===== config.mk =====
export PLATFORM = sky130hd
export DESIGN_NAME = vec_result_readback
export DESIGN_NICKNAME = d
export VERILOG_FILES = /design/src/rtl/vp_pkg.sv /design/src/rtl/vec_result_readback.sv
export SDC_FILE = /design/constraint.sdc
export NUM_CORES = 1
export LEC_CHECK = 0
export CELL_PAD_IN_SITES_DETAIL_PLACEMENT = 1
export CELL_PAD_IN_SITES_GLOBAL_PLACEMENT = 1
export CORE_MARGIN = 3
export CORE_UTILIZATION = 45
export DETAILED_ROUTE_END_ITERATION = 6
export PLACE_DENSITY = 0.86
export SYNTH_ARGS = -nofsm -noshare
export SYNTH_HDL_FRONTEND = slang
export SYNTH_SLANG_ARGS = --single-unit

===== constraint.sdc =====
create_clock -name clk -period 5.78 [get_ports clk]
set_clock_uncertainty 0.1 [all_clocks]
set_input_delay 0.867 -clock clk [delete_from_list [all_inputs] [get_ports clk]]
set_output_delay 0.867 -clock clk [all_outputs]
set_load 0.05 [all_outputs]

===== src/rtl/vp_pkg.sv =====
// Shared vector-processor constants: result widths, lane geometry and source tags.
// Also holds the readback FSM state type so the bench and RTL agree on it.
`timescale 1ns/1ps
package vp_pkg;

  localparam int VEC_W  = 512;
  localparam int LANE_W = 32;
  localparam int NLANES = VEC_W / LANE_W;
  localparam int TAG_W  = 2;
  localparam int CNT_W  = 8;
  localparam int IDX_W  = $clog2(NLANES);

  localparam logic [TAG_W-1:0] TAG_REG = 2'd0;
  localparam logic [TAG_W-1:0] TAG_A3  = 2'd1;
  localparam logic [TAG_W-1:0] TAG_A4  = 2'd2;
  localparam logic [TAG_W-1:0] TAG_MEM = 2'd3;

  typedef enum logic {
    ST_IDLE = 1'b0,
    ST_SEND = 1'b1
  } state_e;

endpackage


===== src/rtl/vec_result_readback.sv =====
// Captures one wide result vector plus tag and streams it out lane 0 first
// as LANE_W-bit beats over a valid/ready interface.
`timescale 1ns/1ps
module vec_result_readback
  import vp_pkg::*;
(
  input  logic              clk,
  input  logic              reset,
  input  logic [VEC_W-1:0]  vec_in,
  input  logic [TAG_W-1:0]  vec_tag,
  input  logic              vec_valid,
  output logic              vec_ready,
  output logic [LANE_W-1:0] lane_data,
  output logic [IDX_W-1:0]  lane_idx,
  output logic [TAG_W-1:0]  lane_tag,
  output logic              lane_last,
  output logic              lane_valid,
  input  logic              lane_ready,
  output logic [CNT_W-1:0]  vec_count,
  output logic              busy
);

  // Handshakes: a beat moves on a rising edge where valid and ready are both
  // high; valid never depends on ready, and held outputs stay stable while stalled.

  state_e             state_q, state_d;
  logic [VEC_W-1:0]   buf_q, buf_d;
  logic [TAG_W-1:0]   tag_q, tag_d;
  logic [IDX_W-1:0]   idx_q, idx_d;
  logic [CNT_W-1:0]   cnt_q, cnt_d;
  logic               lane_fire;
  logic               last_fire;
  logic               capture;

  always_comb begin
    state_d   = state_q;
    buf_d     = buf_q;
    tag_d     = tag_q;
    idx_d     = idx_q;
    cnt_d     = cnt_q;
    lane_fire = (state_q == ST_SEND) && lane_ready;
    last_fire = lane_fire && (idx_q == IDX_W'(NLANES - 1));
    vec_ready = (state_q == ST_IDLE) || last_fire;
    capture   = vec_valid && vec_ready;

    // The buffer shifts down so the current lane always sits in the low bits.
    if (lane_fire) begin
      buf_d = buf_q >> LANE_W;
      idx_d = idx_q + IDX_W'(1);
    end
    if (last_fire) begin
      cnt_d   = cnt_q + CNT_W'(1);
      idx_d   = '0;
      state_d = ST_IDLE;
    end
    // A capture on the last-lane edge overrides the return to idle.
    if (capture) begin
      buf_d   = vec_in;
      tag_d   = vec_tag;
      idx_d   = '0;
      state_d = ST_SEND;
    end
  end

  always_ff @(posedge clk or negedge reset) begin
    if (!reset) begin
      state_q <= ST_IDLE;
      buf_q   <= '0;
      tag_q   <= '0;
      idx_q   <= '0;
      cnt_q   <= '0;
    end else begin
      state_q <= state_d;
      buf_q   <= buf_d;
      tag_q   <= tag_d;
      idx_q   <= idx_d;
      cnt_q   <= cnt_d;
    end
  end

  assign lane_valid = (state_q == ST_SEND);
  assign busy       = (state_q == ST_SEND);
  assign lane_data  = buf_q[LANE_W-1:0];
  assign lane_idx   = idx_q;
  assign lane_tag   = tag_q;
  assign lane_last  = lane_valid && (idx_q == IDX_W'(NLANES - 1));
  assign vec_count  = cnt_q;

endmodule

## Word level (Yosys, flattened, before mapping)

Cells that the tools add are included.

- Add/sub/neg operators: 2
- Eq/ne operators: 1
- Multiplexer cells: 7
- Reduce and logical (&&, ||, !) cells: 8
- Bitwise operators: 1

Operators by type and width:

| kind | count |
|---|---|
| $mux 512 | 2 |
| $mux 4 | 3 |
| $add 8x1->8 const B | 1 |
| $add 4x1->4 const B | 1 |
| $eq 4x4->1 const B | 1 |
| $logic_and 1x1->1 | 4 |
| $reduce_bool 2->1 | 2 |
| $reduce_bool 3->1 | 1 |
| $mux 1 | 2 |
| $logic_or 1x1->1 | 1 |
| $not 1->1 | 1 |

- Bits in registers: 527
- Word-level logic and storage cells: 24
- Output and inout bits: 50

## Longest topological paths before layout

Gate-level depths: netlist of run 1.

- Depth in word-level cells: 5
- Depth in mapped cells: 8
- Depth with buffers taken out: 4

## Least setup slack after synthesis of run 1

No wires, ideal clock.

- Path type: register to output
- From: register idx_q[0] (netlist: lane_idx[0])
- To: output port lane_last
- Data arrival time: 2.246 ns
- Path slack: 2.567 ns
- Cell stages (with the launch flop): 6
- Buffers on the path: 2
- Cell sequence: dfrtp_1 -> ha_1 -> nand3_2 -> buf_2 -> buf_1 -> nor2_1

- Longest elaborated chain between the ends: 2

Ends and longest elaborated chain:

| item | line | source |
|---|---|---|
| from (decl) | vec_result_readback.sv:29 | `logic [IDX_W-1:0] idx_q, idx_d;` |
| from (signal assigned) | vec_result_readback.sv:76 | `idx_q <= idx_d;` |
| $eq 4x4->1 | vec_result_readback.sv:86 | `assign lane_last = lane_valid && (idx_q == IDX_W'(NLANES - 1));` |
| $logic_and 1x1->1 | vec_result_readback.sv:86 |  |
| to (decl) | vec_result_readback.sv:16 | `output logic lane_last,` |

No other way between the ends.

## Worst setup path after layout of run 1

Ends and elaborated chain as after synthesis.

==> results.toml, run 1 <==
[outcome]
status = "finished clean"

[finish]
area_growth_pct = 18.9
fill_cells = 10239
seq_area_mm2 = 0.0132
utilization_pct = 54.3
final_cells = 6324
fin_area_mm2 = 0.0465
multi_input_area_mm2 = 0.0215
layout.nets = 5601
drive_gt1_share_pct = 5.09

[sta]
setup_slack_ns = 1.62
hold_viol_final = 0
finalSetupTns_ns = 0
min_period_ns = 4.16
slew_viol_final = 0
tightest_slew_ns = 1.12
rsz0062_at_grt = "false"
timing.final.crit_share_pct = 71.9
finalSetupViolations = 0
relSlewSlack_pct = 25.7
fmax_mhz = 240

[global_routing]
grt_use_total_pct = 35.5
grt-ovfl-total = 0
antenna_found_initial = 60
grt_max_degree = 212
grt_first_pass_wirelength_mm = 253
grt_pass1_vias = 42095

[clock_tree]
clk_path_buf_depth = 3
cts_root_buf = "clkbuf_16"
cts-htree-levels = 3
cts_sinks = 527
cts_resized = 0
clk_pin_slew_ns = 0.06
clk_latency_ns = 0.63
cts_made_buffers = 67
postCtsSetupBuffers = 0
ctsHoldBuffers = 0
cts_tree = "done"

[logic_synthesis]
syn_area_mm2 = 0.0391
synthArstFlopShare_pct = 100
synth_enable_flop_cells = 0
synthTopCellsByCount = "nor3_1 (962), nor2_1 (900), a211o_1 (864)"
yosysSeqAreaShare_pct = 33.7
synth_nets = 5485
synth_top_area_cell = "dfrtp_1"
synth.distinct_cells = 41
synth-main-ff-cell = "dfrtp_1"
synth_area_leaders = "dfrtp_1 (34%), a211o_1 (19%), nor3_1 (12%)"
synth.top_cell.area_share_pct = 33.7
synth_warnings = 0
yosysMostFrequentCell = "nor3_1"
postSynthCellCount = 4965
avgSynthCellArea_um2 = 7.87
synth-seq-cells = 527

[critical_path]
critical_path_class = "flip-flop to primary output"
crit_path_max_fanout = 42
slowest_delay_ns = 0.89
start_kind = "flip-flop"
arrival_ns = 3.19
slowest_stage = "clkdlybuf4s50_1"
cp.required_ns = 4.81
path_buf_inv = 1
cp-end-kind = "primary output"
path_depth = 4
cp_top_family = "buffers and inverters"
path_cells = "ha_1 > nand3_4 > nor2_1 > clkdlybuf4s50_1"
r2r_cells = 6

[routing]
vias = 41169
drtIter0Drc = 4268
routed_wirelength_mm = 167
drtPass1Iterations = 5
via_per_inst = 6.51
route.detailed.drc = 0
ant_nets = 0
wl_per_cell_um = 26.4

[power]
pwr_density_cell_mw_per_mm2 = 371
peakVddDrop_mv = 0.213
leakage_nw = 20.4

[place]
io_buffer_count = 567
dp_hpwl_mm = 109
gp_congestion = 0.885
dp_cells = 6156
place_area_mm2 = 0.0442
post-place-ws_ns = 2.02

[floorplan]
die_h_um = 301
core_mm2 = 0.0857
die_area_mm2 = 0.0905
die_x_um = 301
rows = 107
ios = 568
start_util_pct = 45.6

[worst_hold_path]
hold_class = "input pin to asynchronous set/reset pin"

[flow_run]
maxCapViolCount = 0
[sequential cells by signal, summed over array words and instances, names as in the netlist]
signal,count
lane_tag,2
buf_q,512
vec_count,8
busy,1
lane_idx,4
[worst paths after layout]
kind                                           from                  endpoint  slack, ns
min                                           reset     buf_q[19]$_DFFE_PN0P_       0.06
max reg2reg                 lane_idx[0]$_DFFE_PN0P_    buf_q[441]$_DFFE_PN0P_       2.05
min in group clk           vec_count[7]$_DFFE_PN0P_  vec_count[7]$_DFFE_PN0P_       0.39
min reg2reg                vec_count[7]$_DFFE_PN0P_  vec_count[7]$_DFFE_PN0P_       0.39
max in group asynchronous                     reset    buf_q[148]$_DFFE_PN0P_       4.32
max                         lane_idx[0]$_DFFE_PN0P_                 lane_last       1.62
[per-layer routing]
layer	routed length [um]	vias up	GRT usage, %
met5	229	-	0
met4	9500	34	19.1
met3	11900	409	6.76
met2	81200	1509	59.1
met1	64000	20794	43.5
li1	-	18423	-
[cell usage in the layout, fill, tap and decap left out, types with 33 or more instances in the layout]
cell	n
nor3_1	962
nor2_1	900
a211o_1	864
clkdlybuf4s50_1	564
dfrtp_1	526
inv_1	450
a211oi_1	416
clkbuf_16	67
a211oi_2	64
diode_2	51
o221ai_1	33
buf_4	33
[area by class of cell]
cell class                 instances  share of cell area, %
inverter                         451                   3.66
timing repair buffer             622                   13.7
clock buffer                      94                   3.95
tap                             1144                   3.08
clock inverter                    23                  0.638
antenna                           51                  0.274
sequential                       527                   28.4
multi-input combinational       3412                   46.3
[power by group]
group | internal, mW | switching [mW] | total, mW
combinational | 2.75 | 3.63 | 6.38
clock | 2.42 | 1.84 | 4.26
sequential | 5.07 | 1.54 | 6.62
[per-stage QoR]
stage	power [mW]	hold slack [ns]
4_1_cts	17.3	0.0505
3_3_place_gp	12.7	0.356
2_1_floorplan	10.6	0.398
3_5_place_dp	12.9	0.373
5_1_grt	18.2	0.0640
6_report	17.3	0.0635
[kinds of logic after synthesis]
kind of cell	count (synthesis)	synth area share, %
AO/OA/AOI/OAI	1480	32.8
flip-flops	527	33.7
adder cells (fa/ha/maj)	2	0.0640
AND/OR/NAND/NOR	1917	21.8
XOR/XNOR	7	0.157
multiplexers	6	0.163
buffers and inverters	1026	11.3
[worst register-to-register path, cell delays in order (launching register included)]
cell and delay (ns):
dfrtp_1 0.45, ha_1 0.34, nand3_4 0.48, buf_4 0.72, buf_4 0.96, nor3_1 0.26, a211oi_1 0.31
Note: power is estimated with default switching activity, not from simulation.
==> run 2, diff against run 1 <==
--- a/config.mk
+++ b/config.mk
@@ -8,9 +8,9 @@
 export CELL_PAD_IN_SITES_DETAIL_PLACEMENT = 1
 export CELL_PAD_IN_SITES_GLOBAL_PLACEMENT = 1
 export CORE_MARGIN = 3
-export CORE_UTILIZATION = 45
+export CORE_UTILIZATION = 37
 export DETAILED_ROUTE_END_ITERATION = 6
-export PLACE_DENSITY = 0.86
+export PLACE_DENSITY = 0.75
 export SYNTH_ARGS = -nofsm -noshare
 export SYNTH_HDL_FRONTEND = slang
 export SYNTH_SLANG_ARGS = --single-unit
==> constraint.sdc (replaced) <==
create_clock -name clk -period 3.67 [get_ports clk]
set_clock_uncertainty 0.1 [all_clocks]
set_input_delay 0.5505 -clock clk [delete_from_list [all_inputs] [get_ports clk]]
set_output_delay 0.5505 -clock clk [all_outputs]
set_load 0.05 [all_outputs]
==> results.toml, run 2 (synthesis results as in run 1) <==
[finish]
mostFrequentLayoutCell = "nor3_1"
drive_gt1_share_pct = 6.17
area_growth_pct = 21.9
largest_reg_flops = 512
utilization_pct = 45.7
top_register = "buf_q"
most-common-layout-cells = "nor3_1 (962), nor2_1 (900), a211o_1 (864), clkdlybuf4s50_1 (563), dfrtp_1 (526)"
layout.nets = 5650
fill_cells = 12497

[global_routing]
grt-ovfl-total = 0
antenna_found_initial = 67
grt_max_degree = 207
grt_pass1_vias = 40969
grt_use_total_pct = 30.8
grt_first_pass_wirelength_mm = 261

[critical_path]
r2r-start = "lane_idx[0]$_DFFE_PN0P_"
cp_top_family = "buffers and inverters"
path_buf_inv = 1
reg2reg_to = "buf_q[361]$_DFFE_PN0P_"
cp.required_ns = 3.02
crit_path_max_fanout = 7
path_depth = 4
arrival_ns = 2.66
critPathLaunch = "lane_idx[0]$_DFFE_PN0P_"
slowest_stage = "clkdlybuf4s50_1"
r2r_cells = 6
cp-end-kind = "primary output"
critical_path_class = "flip-flop to primary output"
slowest_delay_ns = 0.84
start_kind = "flip-flop"
rrSetupSlack_ns = 0.85
path_cells = "ha_1 > nand3_4 > nor2_1 > clkdlybuf4s50_1"

[floorplan]
die_area_mm2 = 0.110
ios = 568
rows = 118
start_util_pct = 37.5
die_h_um = 331
die_x_um = 331
core_mm2 = 0.104

[outcome]
status = "finished clean"

[clock_tree]
cts_sinks = 527
cts_tree = "done"
postCtsSetupBuffers = 0
clk_pin_slew_ns = 0.06
clk_path_buf_depth = 3
cts_resized = 0
clk_latency_ns = 0.64
cts_root_buf = "clkbuf_16"
cts_made_buffers = 71
cts-htree-levels = 3
ctsHoldBuffers = 1

[place]
io_buffer_count = 567
dp_hpwl_mm = 118
gp_congestion = 0.870

[sta]
finalSetupTns_ns = 0
fmax_mhz = 302
timing.hold.ws_ns = 0.356
relSlewSlack_pct = 15.9
slew_viol_final = 0
finalSetupViolations = 0
hold_viol_final = 0
timing.final.crit_share_pct = 90.3
min_period_ns = 3.31
tightest_slew_ns = 1.26
rsz0062_at_grt = "false"

[power]
intPower_mw = 16.7
pwr_density_cell_mw_per_mm2 = 586
clkPwrFrac_pct = 26.0
sw_frac_of_total_pct = 40.3
peakVddDrop_mv = 0.404
seqPwrFrac_pct = 37.4
p_comb_share_pct = 36.5
leakage_nw = 20.9
power.switching_mw = 11.2

[worst_hold_path]
hold_class = "input pin to flip-flop"
min_to = "buf_q[102]$_DFFE_PN0P_"
hold_depth = 4
hold_start = "lane_ready"

[routing]
ant_nets = 0
via_per_inst = 6.15
drtPass1Iterations = 7
route.detailed.drc = 0
wl_per_cell_um = 26.7
vias = 40712
routed_wirelength_mm = 177
drtIter0Drc = 4045

[flow_run]
maxCapViolCount = 0
-- run 2: changes by cell type in the layout (fill, tap and decap cells not counted) --
cell and delta:
buf_12 +23, buf_4 +22, clkbuf_8 +14, clkbuf_16 +7, clkinv_2 -3, bufinv_16 -2
clkinv_8 -2, clkbuf_1 -1, clkdlybuf4s50_1 -1, clkinv_16 -1, clkinv_4 +1, dlygate4sd3_1 +1
inv_16 -1, inv_6 +1
-- run 2: worst max-delay path by stage --
stage                                   to  slack, ns
floorplan                        lane_last       0.77
global placement    buf_q[367]$_DFFE_PN0P_       1.05
detailed placement  buf_q[361]$_DFFE_PN0P_       0.92
CTS                              lane_last       0.30
global route                     lane_last       0.23
finish                           lane_last       0.36
-- run 2: layer usage --
metal	wire length, um	vias to the layer above	GRT usage [%]
met3	11500	305	6.68
met1	70700	20677	38.0
li1	-	18533	-
met2	87900	1153	52.5
met4	6140	44	11.5
met5	302	-	0
-- run 2: power by group through the flow --
stage	Combinational [mW]	Clock (mW)	Sequential, mW
after floorplan	7.16	0	9.52
after detailed placement	10.2	0	10.5
after global routing	11.1	7.61	10.7
final	10.2	7.27	10.4
after CTS	10.2	7.40	10.4
after global placement	9.91	0	10.4
-- run 2: final cells by class --
cell class                 instances  area (um2)  share of cell area, %
antenna                           51         128                  0.268
clock buffer                     114        2200                   4.62
clock inverter                    16         156                  0.328
inverter                         451        1700                   3.57
multi-input combinational       3412       21500                   45.2
sequential                       527       13200                   27.7
tap                             1380        1730                   3.62
timing repair buffer             667        7000                   14.7
-- run 2: worst reg2reg max path, cell delays in order, from the launching register on --
cell      delay (ns)
dfrtp_1         0.45
ha_1            0.34
nand3_4         0.18
buf_4           0.52
buf_4           0.66
nor3_1          0.17
a211oi_1        0.30
-- run 2: stage by stage --
step | total power, mW | instances | cell area, um2 | worst slack [ns]
4_1_cts | 28.0 | 6567 | 47500 | 0.297
2_1_floorplan | 16.7 | 4965 | 39100 | 0.774
3_3_place_gp | 20.3 | 6436 | 45200 | 1.05
6_report | 27.9 | 6618 | 47600 | 0.356
3_5_place_dp | 20.6 | 6436 | 45200 | 0.919
5_1_grt | 29.4 | 6590 | 47600 | 0.230
